### config.mk
export PLATFORM = sky130hd
export DESIGN_NAME = rx_concat_flat
export DESIGN_NICKNAME = d
export VERILOG_FILES = /design/src/rtl/rx_concat_pkg.sv /design/src/rtl/rx_concat_if.sv /design/src/rtl/rx_concat_word_fifo.sv /design/src/rtl/rx_concat.sv /design/src/flat_wrapper.sv
export SDC_FILE = /design/constraint.sdc
export NUM_CORES = 1
export LEC_CHECK = 0
export CORE_ASPECT_RATIO = 1.5
export CORE_UTILIZATION = 50
export CTS_CLUSTER_DIAMETER = 40
export DETAILED_ROUTE_END_ITERATION = 10
export PLACE_DENSITY = 0.74
export SLEW_MARGIN = 40
export SYNTH_ARGS = -nofsm -noshare
export SYNTH_HDL_FRONTEND = slang
export SYNTH_SLANG_ARGS = --single-unit
### constraint.sdc
create_clock -name clk -period 1.9 [get_ports clk]
set_clock_uncertainty 0.15 [all_clocks]
set_input_delay 0.19 -clock clk [delete_from_list [all_inputs] [get_ports clk]]
set_output_delay 0.19 -clock clk [all_outputs]
set_load 0.03 [all_outputs]
### src/rtl/rx_concat_pkg.sv
// Shared types and constants for the MAC-byte to 64-bit word receive packer.
package rx_concat_pkg;

    localparam int N1             = 64;
    localparam int N2             = 8;
    localparam int BYTES_PER_WORD = N1 / N2;
    localparam int IDX_W          = $clog2(BYTES_PER_WORD);
    localparam logic [BYTES_PER_WORD-1:0] ABORT_KEEP = 8'h01;

    typedef enum logic [1:0] {
        SYNC,
        ASSEMBLE,
        DROP,
        ABORT
    } state_t;

    typedef struct packed {
        logic                      tuser;
        logic                      tlast;
        logic [BYTES_PER_WORD-1:0] keep;
        logic [N1-1:0]             data;
    } word_t;

endpackage

### src/rtl/rx_concat_if.sv
// Byte stream from the MAC plus word stream towards the NIC core.
// The slave modport is the packer's view; master is the surrounding logic.
interface rx_concat_if;
    import rx_concat_pkg::*;

    logic [N2-1:0]             rx_axis_mac_tdata;
    logic                      rx_axis_mac_tvalid;
    logic                      rx_axis_mac_tlast;
    logic                      rx_axis_mac_tuser;
    logic [N1-1:0]             rx_axis_tdata;
    logic [BYTES_PER_WORD-1:0] rx_axis_tkeep;
    logic                      rx_axis_tvalid;
    logic                      rx_axis_tlast;
    logic                      rx_axis_tuser;
    logic                      rx_axis_tready;
    logic                      rx_overflow;

    modport slave (
        input  rx_axis_mac_tdata,
        input  rx_axis_mac_tvalid,
        input  rx_axis_mac_tlast,
        input  rx_axis_mac_tuser,
        input  rx_axis_tready,
        output rx_axis_tdata,
        output rx_axis_tkeep,
        output rx_axis_tvalid,
        output rx_axis_tlast,
        output rx_axis_tuser,
        output rx_overflow
    );

    modport master (
        output rx_axis_mac_tdata,
        output rx_axis_mac_tvalid,
        output rx_axis_mac_tlast,
        output rx_axis_mac_tuser,
        output rx_axis_tready,
        input  rx_axis_tdata,
        input  rx_axis_tkeep,
        input  rx_axis_tvalid,
        input  rx_axis_tlast,
        input  rx_axis_tuser,
        input  rx_overflow
    );

endinterface

### src/rtl/rx_concat_word_fifo.sv
// Two-entry word FIFO: head register drives the output directly, tail is the skid slot.
// A push while full is ignored unless the head is popped in the same cycle.
module rx_concat_word_fifo
    import rx_concat_pkg::*;
(
    input  logic  clk,
    input  logic  reset_n,
    input  logic  push,
    input  word_t push_word,
    input  logic  pop_ready,
    output word_t head_word,
    output logic  head_valid,
    output logic  full
);

    word_t head_reg, head_next;
    word_t tail_reg, tail_next;
    logic  head_valid_reg, head_valid_next;
    logic  tail_valid_reg, tail_valid_next;
    logic  pop;

    assign pop = head_valid_reg & pop_ready;

    always_comb begin
        head_next       = head_reg;
        tail_next       = tail_reg;
        head_valid_next = head_valid_reg;
        tail_valid_next = tail_valid_reg;
        if (pop) begin
            if (tail_valid_reg) begin
                head_next       = tail_reg;
                tail_valid_next = 1'b0;
                if (push) begin
                    tail_next       = push_word;
                    tail_valid_next = 1'b1;
                end
            end else begin
                head_valid_next = 1'b0;
                if (push) begin
                    head_next       = push_word;
                    head_valid_next = 1'b1;
                end
            end
        end else if (push) begin
            if (!head_valid_reg) begin
                head_next       = push_word;
                head_valid_next = 1'b1;
            end else if (!tail_valid_reg) begin
                tail_next       = push_word;
                tail_valid_next = 1'b1;
            end
        end
    end

    always_ff @(posedge clk) begin
        if (!reset_n) begin
            head_reg       <= '0;
            tail_reg       <= '0;
            head_valid_reg <= 1'b0;
            tail_valid_reg <= 1'b0;
        end else begin
            head_reg       <= head_next;
            tail_reg       <= tail_next;
            head_valid_reg <= head_valid_next;
            tail_valid_reg <= tail_valid_next;
        end
    end

    assign head_word  = head_reg;
    assign head_valid = head_valid_reg;
    assign full       = tail_valid_reg;

endmodule

### src/rtl/rx_concat.sv
// Packs the MAC's un-throttleable byte stream into 64-bit words with tkeep.
// Words that cannot be buffered truncate the frame, which is then closed by a bad abort word.
module rx_concat
    import rx_concat_pkg::*;
(
    input  logic        clk,
    input  logic        reset_n,
    rx_concat_if.slave  bus
);

    state_t                    state_reg, state_next;
    logic [N1-1:0]             data_reg, data_next;
    logic [BYTES_PER_WORD-1:0] keep_reg, keep_next;
    logic [IDX_W-1:0]          idx_reg, idx_next;
    logic                      overflow_reg, overflow_next;

    logic [N1-1:0]             lane_data;
    logic [BYTES_PER_WORD-1:0] lane_keep;
    logic                      push;
    word_t                     push_word;
    word_t                     head_word;
    logic                      head_valid;
    logic                      fifo_full;
    logic                      space;

    // A full FIFO still has room when its head leaves in this cycle.
    assign space = !fifo_full || bus.rx_axis_tready;

    generate
        for (genvar gi = 0; gi < BYTES_PER_WORD; gi++) begin : g_lane
            assign lane_data[gi*N2 +: N2] = (idx_reg == IDX_W'(gi)) ? bus.rx_axis_mac_tdata
                                                                    : data_reg[gi*N2 +: N2];
            assign lane_keep[gi] = keep_reg[gi] | (idx_reg == IDX_W'(gi));
        end
    endgenerate

    always_comb begin
        state_next    = state_reg;
        data_next     = data_reg;
        keep_next     = keep_reg;
        idx_next      = idx_reg;
        overflow_next = 1'b0;
        push          = 1'b0;
        push_word     = '0;
        case (state_reg)
            SYNC: begin
                if (!bus.rx_axis_mac_tvalid) state_next = ASSEMBLE;
            end
            ASSEMBLE: begin
                if (bus.rx_axis_mac_tvalid) begin
                    if (idx_reg == IDX_W'(BYTES_PER_WORD - 1) || bus.rx_axis_mac_tlast) begin
                        push_word = '{tuser: bus.rx_axis_mac_tuser & bus.rx_axis_mac_tlast,
                                      tlast: bus.rx_axis_mac_tlast,
                                      keep:  lane_keep,
                                      data:  lane_data};
                        data_next = '0;
                        keep_next = '0;
                        idx_next  = '0;
                        if (space) begin
                            push = 1'b1;
                        end else begin
                            overflow_next = 1'b1;
                            state_next    = bus.rx_axis_mac_tlast ? ABORT : DROP;
                        end
                    end else begin
                        data_next = lane_data;
                        keep_next = lane_keep;
                        idx_next  = idx_reg + IDX_W'(1);
                    end
                end
            end
            DROP: begin
                if (bus.rx_axis_mac_tvalid && bus.rx_axis_mac_tlast) state_next = ABORT;
            end
            ABORT: begin
                if (space) begin
                    push       = 1'b1;
                    push_word  = '{tuser: 1'b1, tlast: 1'b1, keep: ABORT_KEEP, data: '0};
                    state_next = ASSEMBLE;
                end
            end
            default: state_next = SYNC;
        endcase
    end

    always_ff @(posedge clk) begin
        if (!reset_n) begin
            state_reg    <= SYNC;
            data_reg     <= '0;
            keep_reg     <= '0;
            idx_reg      <= '0;
            overflow_reg <= 1'b0;
        end else begin
            state_reg    <= state_next;
            data_reg     <= data_next;
            keep_reg     <= keep_next;
            idx_reg      <= idx_next;
            overflow_reg <= overflow_next;
        end
    end

    rx_concat_word_fifo u_fifo (
        .clk        (clk),
        .reset_n    (reset_n),
        .push       (push),
        .push_word  (push_word),
        .pop_ready  (bus.rx_axis_tready),
        .head_word  (head_word),
        .head_valid (head_valid),
        .full       (fifo_full)
    );

    assign bus.rx_axis_tdata  = head_word.data;
    assign bus.rx_axis_tkeep  = head_word.keep;
    assign bus.rx_axis_tlast  = head_word.tlast;
    assign bus.rx_axis_tuser  = head_word.tuser;
    assign bus.rx_axis_tvalid = head_valid;
    assign bus.rx_overflow    = overflow_reg;

endmodule
### src/flat_wrapper.sv
// flat-port wrapper written by rule: the top's interface ports become plain ports
module rx_concat_flat import rx_concat_pkg::*;
  (clk, reset_n, bus_rx_axis_mac_tdata, bus_rx_axis_mac_tvalid, bus_rx_axis_mac_tlast, bus_rx_axis_mac_tuser, bus_rx_axis_tready, bus_rx_axis_tdata, bus_rx_axis_tkeep, bus_rx_axis_tvalid, bus_rx_axis_tlast, bus_rx_axis_tuser, bus_rx_overflow);
  rx_concat_if bus_i ();
  input  logic clk;
  input  logic reset_n;
  input wire logic [$bits(bus_i.rx_axis_mac_tdata)-1:0] bus_rx_axis_mac_tdata;
  input wire logic [$bits(bus_i.rx_axis_mac_tvalid)-1:0] bus_rx_axis_mac_tvalid;
  input wire logic [$bits(bus_i.rx_axis_mac_tlast)-1:0] bus_rx_axis_mac_tlast;
  input wire logic [$bits(bus_i.rx_axis_mac_tuser)-1:0] bus_rx_axis_mac_tuser;
  input wire logic [$bits(bus_i.rx_axis_tready)-1:0] bus_rx_axis_tready;
  output wire logic [$bits(bus_i.rx_axis_tdata)-1:0] bus_rx_axis_tdata;
  output wire logic [$bits(bus_i.rx_axis_tkeep)-1:0] bus_rx_axis_tkeep;
  output wire logic [$bits(bus_i.rx_axis_tvalid)-1:0] bus_rx_axis_tvalid;
  output wire logic [$bits(bus_i.rx_axis_tlast)-1:0] bus_rx_axis_tlast;
  output wire logic [$bits(bus_i.rx_axis_tuser)-1:0] bus_rx_axis_tuser;
  output wire logic [$bits(bus_i.rx_overflow)-1:0] bus_rx_overflow;
  assign bus_i.rx_axis_mac_tdata = bus_rx_axis_mac_tdata;
  assign bus_i.rx_axis_mac_tvalid = bus_rx_axis_mac_tvalid;
  assign bus_i.rx_axis_mac_tlast = bus_rx_axis_mac_tlast;
  assign bus_i.rx_axis_mac_tuser = bus_rx_axis_mac_tuser;
  assign bus_i.rx_axis_tready = bus_rx_axis_tready;
  assign bus_rx_axis_tdata = bus_i.rx_axis_tdata;
  assign bus_rx_axis_tkeep = bus_i.rx_axis_tkeep;
  assign bus_rx_axis_tvalid = bus_i.rx_axis_tvalid;
  assign bus_rx_axis_tlast = bus_i.rx_axis_tlast;
  assign bus_rx_axis_tuser = bus_i.rx_axis_tuser;
  assign bus_rx_overflow = bus_i.rx_overflow;
  rx_concat u_core (.clk(clk), .reset_n(reset_n), .bus(bus_i));
endmodule
# Word level (Yosys, flattened, before mapping)
# Index checks and enable logic that the tools add are counted.
# totals
reg_bits	228
input_bits	14
elab_cells	108
output_inout_bits	76
# op_classes
reduce_logical	16
n_mux	46
n_addsub	1
n_eq_ne	20
bitwise	10
# op_table
operator	n
74-bit two-way mux	13
74-bit case mux with 2 select lines	1
8-bit two-way mux	9
64-bit two-way mux	1
1-bit two-way mux	13
3-bit equality test, second input constant	4
2-bit two-way mux	6
2-bit by 1-bit inequality test with 1-bit output, second input constant	5
2-bit inequality test, second input constant	5
1-bit bitwise OR	8
2-bit case mux with 4 select lines	1
4-bit AND reduction	2
3-bit by 2-bit equality test with 1-bit output, second input constant	2
2-bit AND reduction	3
6-bit AND reduction	1
2-bit nonzero test	3
2-bit equality test, second input constant	2
3-bit by 1-bit adder with 3-bit output, second input constant	1
3-bit by 1-bit equality test with 1-bit output, second input constant	1
3-bit logical NOT	1
3-bit two-way mux	1
3-bit AND reduction	1
1-bit bitwise AND	2
2-bit by 1-bit equality test with 1-bit output, second input constant	1
5 further kinds	6

# Longest topological paths before layout
# Gate-level depths: netlist (run 1).
# depth
ltp_word	9
depth_mapped	8
depth_no_buf	6

# Cells and area by module
# A second synthesis (run 1) with hierarchy kept.
# unflattened
cells_unflattened	1361
hier_area_um2	11099.4
# by_module_without_submodules
mod	cells_each	area_per_inst_um2	instances
rx_concat_word_fifo	838	6993.0	1
rx_concat	523	4106.4	1

# Worst setup path after synthesis (run 1)
# Ideal clock, no wire load.
# synth_path
path_kind	register to register
startpoint	register u_core.idx_reg[0]
endpoint	register u_core.u_fifo.head_reg, in the netlist u_core.u_fifo.head_word[6]
path_slack_ns	-0.141
period_less_slack_ns	2.041
path_buffers	2
required_ns	1.614
t_arrival_ns	1.755
stages_incl_launch_ff	9
cell_sequence	dfxtp_1 > ha_1 > ha_1 > o211a_4 > o22a_1 > buf_4 > buf_2 > o31ai_1 > a31oi_1
# synth_between
elab_chain_len	8
elab_cells_between_ends	18
cone_classes	eq/ne (1); mux (12); reduce/logical (5)
# synth_rtl
element	line_no	rtl
start: declaration	rx_concat.sv:14	logic [IDX_W-1:0] idx_reg, idx_next;
start signal: assignment	rx_concat.sv:97	idx_reg <= idx_next;
3-bit logical NOT or 3-bit equality test (tied branches)	rx_concat.sv:31, rx_concat.sv:51	
8-bit two-way mux or 1-bit logical OR (tied branches)	rx_concat.sv:31, rx_concat.sv:51	
74-bit two-way mux	rx_concat.sv:51	if (idx_reg == IDX_W'(BYTES_PER_WORD - 1) || bus.rx_axis_mac_tlast) begin
74-bit two-way mux	rx_concat.sv:50	if (bus.rx_axis_mac_tvalid) begin
74-bit case mux with 2 select lines	rx_concat.sv:45	case (state_reg)
74-bit two-way mux, on equally long branches	rx_concat_word_fifo.sv:45, rx_concat_word_fifo.sv:39	
74-bit two-way mux, on equally long branches	rx_concat_word_fifo.sv:44, rx_concat_word_fifo.sv:30	
74-bit two-way mux	rx_concat_word_fifo.sv:29	if (pop) begin
end signal: assignment	rx_concat_word_fifo.sv:62	head_reg <= head_next;
end: declaration	rx_concat_word_fifo.sv:16	word_t head_reg, head_next;
# Several ways; a longest one is shown, not always the timed one. The select of a mux whose other input is x is not followed.
# A chain may end at the register's enable or synchronous reset.

# Final worst setup path (run 1)
# layout_path
startpoint	register u_core.idx_reg[1]
endpoint	register u_core.u_fifo.head_reg, in the netlist u_core.u_fifo.head_word[46]
# layout_between
elab_chain_len	8
elab_cells_between_ends	18
cone_classes	eq/ne (2); mux (12); reduce/logical (4)
# layout_rtl
element	line_no
3-bit equality test, on equally long branches	rx_concat.sv:31, rx_concat.sv:51
8-bit two-way mux or 1-bit logical OR (tied branches)	rx_concat.sv:31, rx_concat.sv:51
74-bit two-way mux	rx_concat.sv:51
74-bit two-way mux	rx_concat.sv:50
74-bit case mux with 2 select lines	rx_concat.sv:45
74-bit two-way mux, on equally long branches	rx_concat_word_fifo.sv:45, rx_concat_word_fifo.sv:39
74-bit two-way mux, on equally long branches	rx_concat_word_fifo.sv:44, rx_concat_word_fifo.sv:30
74-bit two-way mux	rx_concat_word_fifo.sv:29
# Several ways; a longest one is shown, not always the timed one. The select of a mux whose other input is x is not followed.

==> results.toml, run 1 <==
[route]
via_count = 9217
firstDrtPassIters = 5
initialDrtViolationCount = 682
totalWireLength_um = 29300
antenna_left = 0
wl_per_cell_um = 19.19
viasPerCell = 6.036
drc = 0

[cells_and_area]
fin_nets = 1272
finish.utilization_pct = 69.14
final_cells = 1527
area_growth_pct = 36.13
diodes = 0
final_common_cell = "dfxtp_1"
drive_above_1_share_pct = 27.70
final_cell_mix = "224 x dfxtp_1, 107 x nand2_1, 82 x nand3_1, 80 x clkdlybuf4s50_1, 69 x nor2_1"

[power_and_ir_drop]
total_leakage_power_nw = 4.937
switchingPower_mw = 5.089
p_sw_share_pct = 33.51
p_clk_share_pct = 31.9
power_frac_comb_pct = 31.0
peakVddDrop_v = 0.0008946
p_int_mw = 10.10
power_density_mw_per_mm2 = 1114
pwr-share-seq_pct = 37.1

[hold_path]
hp-class = "flop to flop"

[floorplanning]
dieArea_sq_mm = 0.02060
fp.dieW_um = 117.5
pin_count = 90
die_h_um = 175.3
start_util_pct = 50.79
core_sq_mm = 0.01971
rows = 63

[synth]
netlist_instances = 1142
syn_nets = 1166
syn_area_sq_mm = 0.01001
synth_edf_count = 0
ys_seq_area_share_pct = 45.60
avgSynthCellArea_sq_um = 8.765
yosysWarnings = 0
ys_types = 51
postSynth.asyncResetShare_pct = 0
synth-seq-cells = 228
synth_ff_type = "dfxtp_1"

[timing]
tns_ps = -16110
slew_viol_final = 0
hold_viol_final = 0
period_minus_slack_ps = 2080
max_slew_margin_pct = 67.83
setup-violations-final = 226
final.period_utilization_pct = 109.5
rsz0062_at_grt = "true"
worst_pin_slew_ps = 482.5
clock.fmax_mhz = 480.8
timing.final.ws_setup_ps = -180.1

[outcome]
status = "complete, but fails checks"
violations = "negative setup slack"

[placed_design]
finalWeightedCongestion = 0.8507
port_buffers = 89
hpwl_um = 16950
dp_cells = 1463
dp_worst_setup_slack_ps = -224.3

[critical_path]
criticalPathCategory = "flop to flop"
required_ps = 2220
cp-start-kind = "flop"
cp.arrival_ps = 2400
path_max_fanout = 30
critPathCaptureType = "flop"

[clock_network]
clk_pin_slew_ps = 70
clkSinkCount = 228
cts_tree = "built"
cts_buffers = 25
htreeDepth = 1
cts_root_buf = "clkbuf_16"
cts.path.max_buffers = 3
clk_latency_ps = 520

[global_routing]
grt_pass1_wl_um = 45140
antenna_found_initial = 0
grt_usage_pct = 26.72
grt_pass1_vias = 8844
gr-total-overflow = 0
grt_max_degree = 88

[run]
maxCapViolations = 0
-- power by group through the flow --
stage / registers [mW] / logic, mW / clock network (mW)
5_1_grt: 5.69 / 4.96 / 5.07
2_1_floorplan: 6.44 / 1.63 / 0
4_1_cts: 5.60 / 4.39 / 4.88
3_5_place_dp: 5.66 / 4.06 / 0
6_report: 5.63 / 4.70 / 4.85
3_3_place_gp: 5.67 / 4.00 / 0
-- per-layer routing --
layer	vias to the layer above	GRT usage (%)	wire (um)
met2	304	47.21	14850
li1	4326	-	-
met4	0	13.30	1396
met5	-	0	0
met3	80	2.403	1279
met1	4507	32.48	11770
-- worst max-delay path, cell delays in order (launching register included) --
cell and delay [ps]:
dfxtp_2 340, ha_4 170, ha_4 180, o211a_4 270
o22a_4 330, buf_12 200, o221ai_1 200, o211a_1 170
-- logic make-up (layout without fill, tap and decap cells) --
logic type	after synthesis	in the layout	share of synthesized area, %
AOI/OAI and AO/OA	322	322	22.24
adders and majority gates	11	11	1.350
DFF	228	228	45.60
xor gates and xnor gates	1	1	0.08752
muxes	65	65	7.112
and+or+nand+nor	383	383	17.40
buffers and inverters	132	257	6.212
-- path summary, 6_finish.rpt --
check / to / cells after the start / slack (ps) / startpoint
max: u_core.u_fifo.head_word[46]$_SDFFE_PN0P_ / 7 / -180 / u_core.idx_reg[1]$_SDFFE_PN0P_
min: u_core.u_fifo.tail_reg[56]$_SDFFE_PN0P_ / 2 / 310 / u_core.u_fifo.tail_reg[56]$_SDFFE_PN0P_
max reg2reg: u_core.u_fifo.head_word[46]$_SDFFE_PN0P_ / 7 / -180 / u_core.idx_reg[1]$_SDFFE_PN0P_
min reg2reg: u_core.u_fifo.tail_reg[56]$_SDFFE_PN0P_ / 2 / 310 / u_core.u_fifo.tail_reg[56]$_SDFFE_PN0P_
-- per-stage QoR --
step | instance area, sq um | power, mW | hold WS [ps]
after floorplan | 10050 | 8.065 | 273.0
after global placement | 11790 | 9.666 | 288.0
after detailed placement | 11790 | 9.717 | 291.7
after CTS | 13010 | 14.87 | 300.2
after global routing | 13630 | 15.72 | 320.8
final | 13630 | 15.19 | 305.4
-- Yosys cell counts (2+ instances only) --
master    number  area [sq um]
o21ai_2        7         61.31
nand2_1      128         480.5
nor2b_1        4         25.02
buf_2         48         240.2
ha_1          10         125.1
mux2i_1       16         160.2
o21a_1        17         127.6
a31oi_1       33         206.5
o21ai_0       39         195.2
o221ai_1      15         131.4
and3_1        18         112.6
nor3_1        38         190.2
buf_4          7         52.55
buf_6          5         56.30
or2_2          6         37.54
a22oi_1       56         420.4
a32oi_1        2         17.52
a21oi_1       62         310.3
buf_1          2         7.510
o211a_1       15         150.1
o31ai_1       36         270.3
inv_1          9         33.78
a21boi_1       2         15.01
mux2_2        49         551.8
clkbuf_2       2         10.01
and2_1        22         137.6
nand3_1       83         415.4
clkbuf_1      58         217.7
a211oi_1      25         187.7
nor2_1        76         285.3
a311oi_1       3         26.28
nand4_1        3         18.77
dfxtp_1      228          4564
-- what timing repair did --
| item | in CTS | in global routing |
|---|---|---|
| setup buffers | 4 | 3 |
| hold buffers | 1 | 0 |
| pin swaps | 15 | 38 |
| gates resized for setup | 54 | 121 |
| gates cloned | 5 | 6 |
| setup endpoints to repair | 236 | 271 |
| endpoints found under the hold margin | 3 | 0 |
-- cell type report --
type | count | area, sq um
Multi-Input combinational cell | 782 | 5515
Clock buffer | 28 | 666.9
Tap cell | 260 | 325.3
Timing Repair Buffer | 201 | 2347
Inverter | 10 | 37.54
Clock inverter | 18 | 163.9
Fill cell | 1456 | 6081
Sequential cell | 228 | 4569
No activity file was read; power rests on OpenSTA's default activity.
==> run 2: changes to the inputs <==
--- a/config.mk
+++ b/config.mk
@@ -9,7 +9,8 @@
 export CORE_UTILIZATION = 50
 export CTS_CLUSTER_DIAMETER = 40
 export DETAILED_ROUTE_END_ITERATION = 10
-export PLACE_DENSITY = 0.74
+export DONT_BUFFER_PORTS = 1
+export PLACE_DENSITY = 0.68
 export SLEW_MARGIN = 40
 export SYNTH_ARGS = -nofsm -noshare
 export SYNTH_HDL_FRONTEND = slang
==> results.toml, run 2 (synthesized netlist as in run 1, its figures left out) <==
[route]
viasPerCell = 6.030
wl_per_cell_um = 19.65
firstDrtPassIters = 5
via_count = 8562
initialDrtViolationCount = 719
totalWireLength_um = 27900
antenna_left = 0
drc = 0

[cells_and_area]
fin_nets = 1164
final_cells = 1420
nFillCells = 1651
final_cell_mix = "226 x dfxtp_1, 125 x nand2_1, 82 x nand3_1, 69 x nor2_1, 56 x a22oi_1"
area_growth_pct = 22.83
final_common_cell = "dfxtp_1"
drive_above_1_share_pct = 25.91

[power_and_ir_drop]
power_density_mw_per_mm2 = 1159
peakVddDrop_v = 0.0009054
total_leakage_power_nw = 4.327

[clock_network]
cts_tree = "built"
cts_root_buf = "clkbuf_16"
clkSinkCount = 228
clk_latency_ps = 520
htreeDepth = 1
cts_buffers = 25
holdBufCountCts = 15
clk_pin_slew_ps = 60
cts.path.max_buffers = 3

[timing]
clock.fmax_mhz = 483.7
timing.final.ws_setup_ps = -167.3
rsz0062_at_grt = "true"
max_slew_margin_pct = 39.66
setup-violations-final = 178
period_minus_slack_ps = 2067
hold_viol_final = 114
final.period_utilization_pct = 108.8
worst_pin_slew_ps = 902.2
slew_viol_final = 0
whs_ps = -315.9

[global_routing]
grt_pass1_wl_um = 42700
antenna_found_initial = 2
grt_pass1_vias = 8064
grt_max_degree = 114
gr-total-overflow = 0
grt_usage_pct = 25.49

[placed_design]
dp_cells = 1347
dp_worst_setup_slack_ps = -103.3
port_buffers = 0
finalWeightedCongestion = 0.7765
hpwl_um = 15980

[critical_path]
cp.arrival_ps = 2320
cp-start-kind = "flop"
rr_startpoint = "u_core.idx_reg[1]$_SDFFE_PN0P_"
critPathCaptureType = "flop"
startpoint = "u_core.idx_reg[1]$_SDFFE_PN0P_"
criticalPathCategory = "flop to flop"
required_ps = 2160
path_max_fanout = 8

[floorplanning]
dieArea_sq_mm = 0.02060
pin_count = 90
fp.dieW_um = 117.5
start_util_pct = 50.79
core_sq_mm = 0.01971
die_h_um = 175.3
rows = 63

[outcome]
status = "complete, but fails checks"
violations = "negative hold slack, negative setup slack"

[hold_path]
hp-start = "reset_n"
hp-class = "input pin to flop"

[run]
maxCapViolations = 0
==> run 2: changes by cell type in the layout (fill, tap and decap cells not counted), moves of 11 or more <==
cell and delta:
nand2_1 +18, o31ai_2 +15, clkdlybuf4s50_1 -80, buf_4 -14, buf_12 -16, o31ai_1 -11
dlygate4sd3_1 +14
==> run 2: worst paths after layout <==
check                                                                to  cells after the start  slack [ps]
worst max-delay path            u_core.u_fifo.tail_reg[65]$_SDFFE_PN0P_                      8        -170
worst min-delay path                   u_core.data_reg[56]$_SDFFE_PN0P_                      1        -320
worst max register to register  u_core.u_fifo.tail_reg[65]$_SDFFE_PN0P_                      8        -170
worst min register to register  u_core.u_fifo.tail_reg[58]$_SDFFE_PN0P_                      2         300
==> run 2: metal layers <==
| metal | vias to the layer above | share of wire [%] | global-route usage, % |
|---|---|---|---|
| li1 | 4114 | - | - |
| met1 | 4189 | 41 | 30.61 |
| met2 | 205 | 51 | 45.51 |
| met3 | 54 | 4.3 | 3.669 |
| met4 | 0 | 3.4 | 10.42 |
| met5 | - | 0 | 0 |
==> run 2: area by class of cell <==
type | count | area [sq um] | area share, %
clock inverters | 12 | 150.1 | 1.221
clock buffers | 33 | 715.7 | 5.821
multi-input cells | 782 | 5384 | 43.79
repair buffers | 93 | 1107 | 9.007
well taps | 260 | 325.3 | 2.646
diodes | 2 | 5.005 | 0.04071
flip-flops and latches | 228 | 4569 | 37.17
inverters | 10 | 37.54 | 0.3053
==> run 2: stage by stage <==
stage                     total power [mW]  TNS (ps)  util [%]  instance area, sq um
after floorplan                      8.065         0         -                 10050
after global placement               8.777     -3637     53.43                 10530
after detailed placement             8.811     -7020     53.43                 10530
after CTS                            14.07     -4759     59.83                 11790
after global routing                 14.80    -27610     62.39                 12290
final                                14.25    -15120     62.39                 12290
==> run 2: critical path: stages, from the launching register on <==
cell and delay [ps]:
dfxtp_4 350, ha_4 160, ha_4 160, o211a_4 300, o2111ai_4 240, buf_12 210, buf_16 150, nor2_4 40
o21a_1 180
==> run 2: timing repair <==
item	CTS	global route
cloned	1	6
setup buffers	4	0
setup endpoints to repair	149	214
pin swaps	1	28
hold endpoints to repair	223	114
resized for setup	38	84
==> run 2: power breakdown <==
part / switching, mW / leakage, nW / internal (mW)
clock: 2.07 / 0.421 / 2.98
combinational: 1.48 / 2.06 / 1.24
sequential: 1.22 / 1.84 / 5.26
total: 4.78 / 4.33 / 9.48
==> run 3: changes to the inputs <==
--- a/config.mk
+++ b/config.mk
@@ -6,11 +6,10 @@
 export NUM_CORES = 1
 export LEC_CHECK = 0
 export CORE_ASPECT_RATIO = 1.5
-export CORE_UTILIZATION = 50
+export CORE_UTILIZATION = 41
 export CTS_CLUSTER_DIAMETER = 40
 export DETAILED_ROUTE_END_ITERATION = 10
 export DONT_BUFFER_PORTS = 1
-export PLACE_DENSITY = 0.68
 export SLEW_MARGIN = 40
 export SYNTH_ARGS = -nofsm -noshare
 export SYNTH_HDL_FRONTEND = slang
==> results.toml, run 3 (synthesized netlist as in run 1, its figures left out) <==
[cells_and_area]
area_growth_pct = 26.20
fin_nets = 1167
final_cell_mix = "226 x dfxtp_1, 128 x nand2_1, 82 x nand3_1, 68 x nor2_1, 54 x a22oi_1"
final_common_cell = "dfxtp_1"
drive_above_1_share_pct = 28.14

[power_and_ir_drop]
total_leakage_power_nw = 4.411
peakVddDrop_v = 0.0008306
power_density_mw_per_mm2 = 1196
fin_total_pwr_mw = 15.11

[critical_path]
criticalPathCategory = "flop to flop"
cp.arrival_ps = 2370
path_max_fanout = 13
required_ps = 2220
cp-start-kind = "flop"
critPathCaptureType = "flop"

[clock_network]
cts_buffers = 26
cts.path.max_buffers = 3
cts_tree = "built"
clkSinkCount = 228
cts_root_buf = "clkbuf_16"
holdBufCountCts = 15
clk_pin_slew_ps = 60
htreeDepth = 1
clk_latency_ps = 530

[global_routing]
antenna_found_initial = 4
grt_max_degree = 114
grt_pass1_wl_um = 45080
grt_use_met3_pct = 3.236
busiest_layer = "met2"
grt_pass1_vias = 8324
met1_usage_pct = 28.28
gr-total-overflow = 0
gr-usage-met2_pct = 38.27
grt_usage_pct = 22.33

[floorplanning]
pin_count = 90
rows = 69
die_h_um = 193.4
fp.dieW_um = 129.6
start_util_pct = 42.01
dieArea_sq_mm = 0.02506
core_sq_mm = 0.02383

[timing]
timing.final.ws_setup_ps = -151.3
setup-violations-final = 185
slew_viol_final = 0
final.period_utilization_pct = 108.0
whs_ps = -342.5
max_slew_margin_pct = 40.77
hold_viol_final = 114
period_minus_slack_ps = 2051
worst_pin_slew_ps = 885.5
rsz0062_at_grt = "true"
clock.fmax_mhz = 487.5

[placed_design]
finalWeightedCongestion = 0.7718
port_buffers = 0
hpwl_um = 16450

[route]
viasPerCell = 5.829
antenna_left = 0
initialDrtViolationCount = 638
totalWireLength_um = 29560
wl_per_cell_um = 19.93
via_count = 8645
drc = 0
firstDrtPassIters = 5

[hold_path]
hp-class = "input pin to flop"

[outcome]
status = "complete, but fails checks"
violations = "negative hold slack, negative setup slack"

[run]
maxCapViolations = 0
-- run 3: changes by cell type in the layout (fill, tap and decap cells not counted), moves of 5 or more --
cell      delta
o31ai_2      -6
a21oi_2      -6
a211oi_2     +6
o31ai_4      +5
a211oi_1     -6
o221ai_2     +8
o221ai_1     -8
a21oi_1      +6
nor3_2       -7
mux2i_1      -5
nor3_4      +10
-- run 3: through the flow --
stage,cell area [sq um],setup WS (ps),utilization (%),TNS (ps),instances
after global routing,12630,-196.5,53.01,-23720,1483
after global placement,10610,-165.4,44.53,-7918,1407
after CTS,11960,-103.6,50.18,-6613,1470
after detailed placement,10610,-184.5,44.53,-10280,1407
after floorplan,10050,9.256,-,0,1142
final,12630,-151.3,53.01,-11060,1483
-- run 3: layout make-up --
cell class	count	area [sq um]
fill	2153	11200
multi-input combinational	782	5597
sequential	228	4567
timing repair buffer	95	1092
clock buffer	30	716.9
tap	319	399.1
clock inverter	17	217.7
inverter	10	37.54
antenna	2	5.005
-- run 3: final timing paths --
check | start | end | slack, ps | depth (start not counted)
setup / recovery | u_core.idx_reg[1]$_SDFFE_PN0P_ | u_core.u_fifo.head_word[53]$_SDFFE_PN0P_ | -150 | 7
hold / removal | reset_n | u_core.u_fifo.full$_SDFFE_PN0P_ | -340 | 1
setup reg to reg | u_core.idx_reg[1]$_SDFFE_PN0P_ | u_core.u_fifo.head_word[53]$_SDFFE_PN0P_ | -150 | 7
hold reg to reg | u_core.u_fifo.tail_reg[29]$_SDFFE_PN0P_ | u_core.u_fifo.tail_reg[29]$_SDFFE_PN0P_ | 300 | 2
-- run 3: worst max-delay path, cell delays in order, from the launching register on --
cell and delay [ps]:
dfxtp_2 330, ha_4 170, ha_4 170, o211a_4 270, o22a_4 320, clkbuf_16 230, o221ai_2 180, o211a_1 160
-- run 3: where the power goes --
group,internal (mW),switching (mW)
combinational,1.51,1.68
clock,3.28,2.13
sequential,5.26,1.26
total,10.0,5.06
-- run 3: per-layer routing --
layer	up-vias	routed length, um
met3	56	1504
met2	211	14910
met1	4251	12260
li1	4127	-
met5	-	0
met4	0	883
-- run 3: timing repair --
action / 4_1_cts / 5_1_grt
hold endpoints to repair: 224 / 114
endpoints found under the setup margin: 174 / 220
setup buffers: 1 / 2
pin swaps: 10 / 6
resized for setup: 54 / 110
cloned: 0 / 9
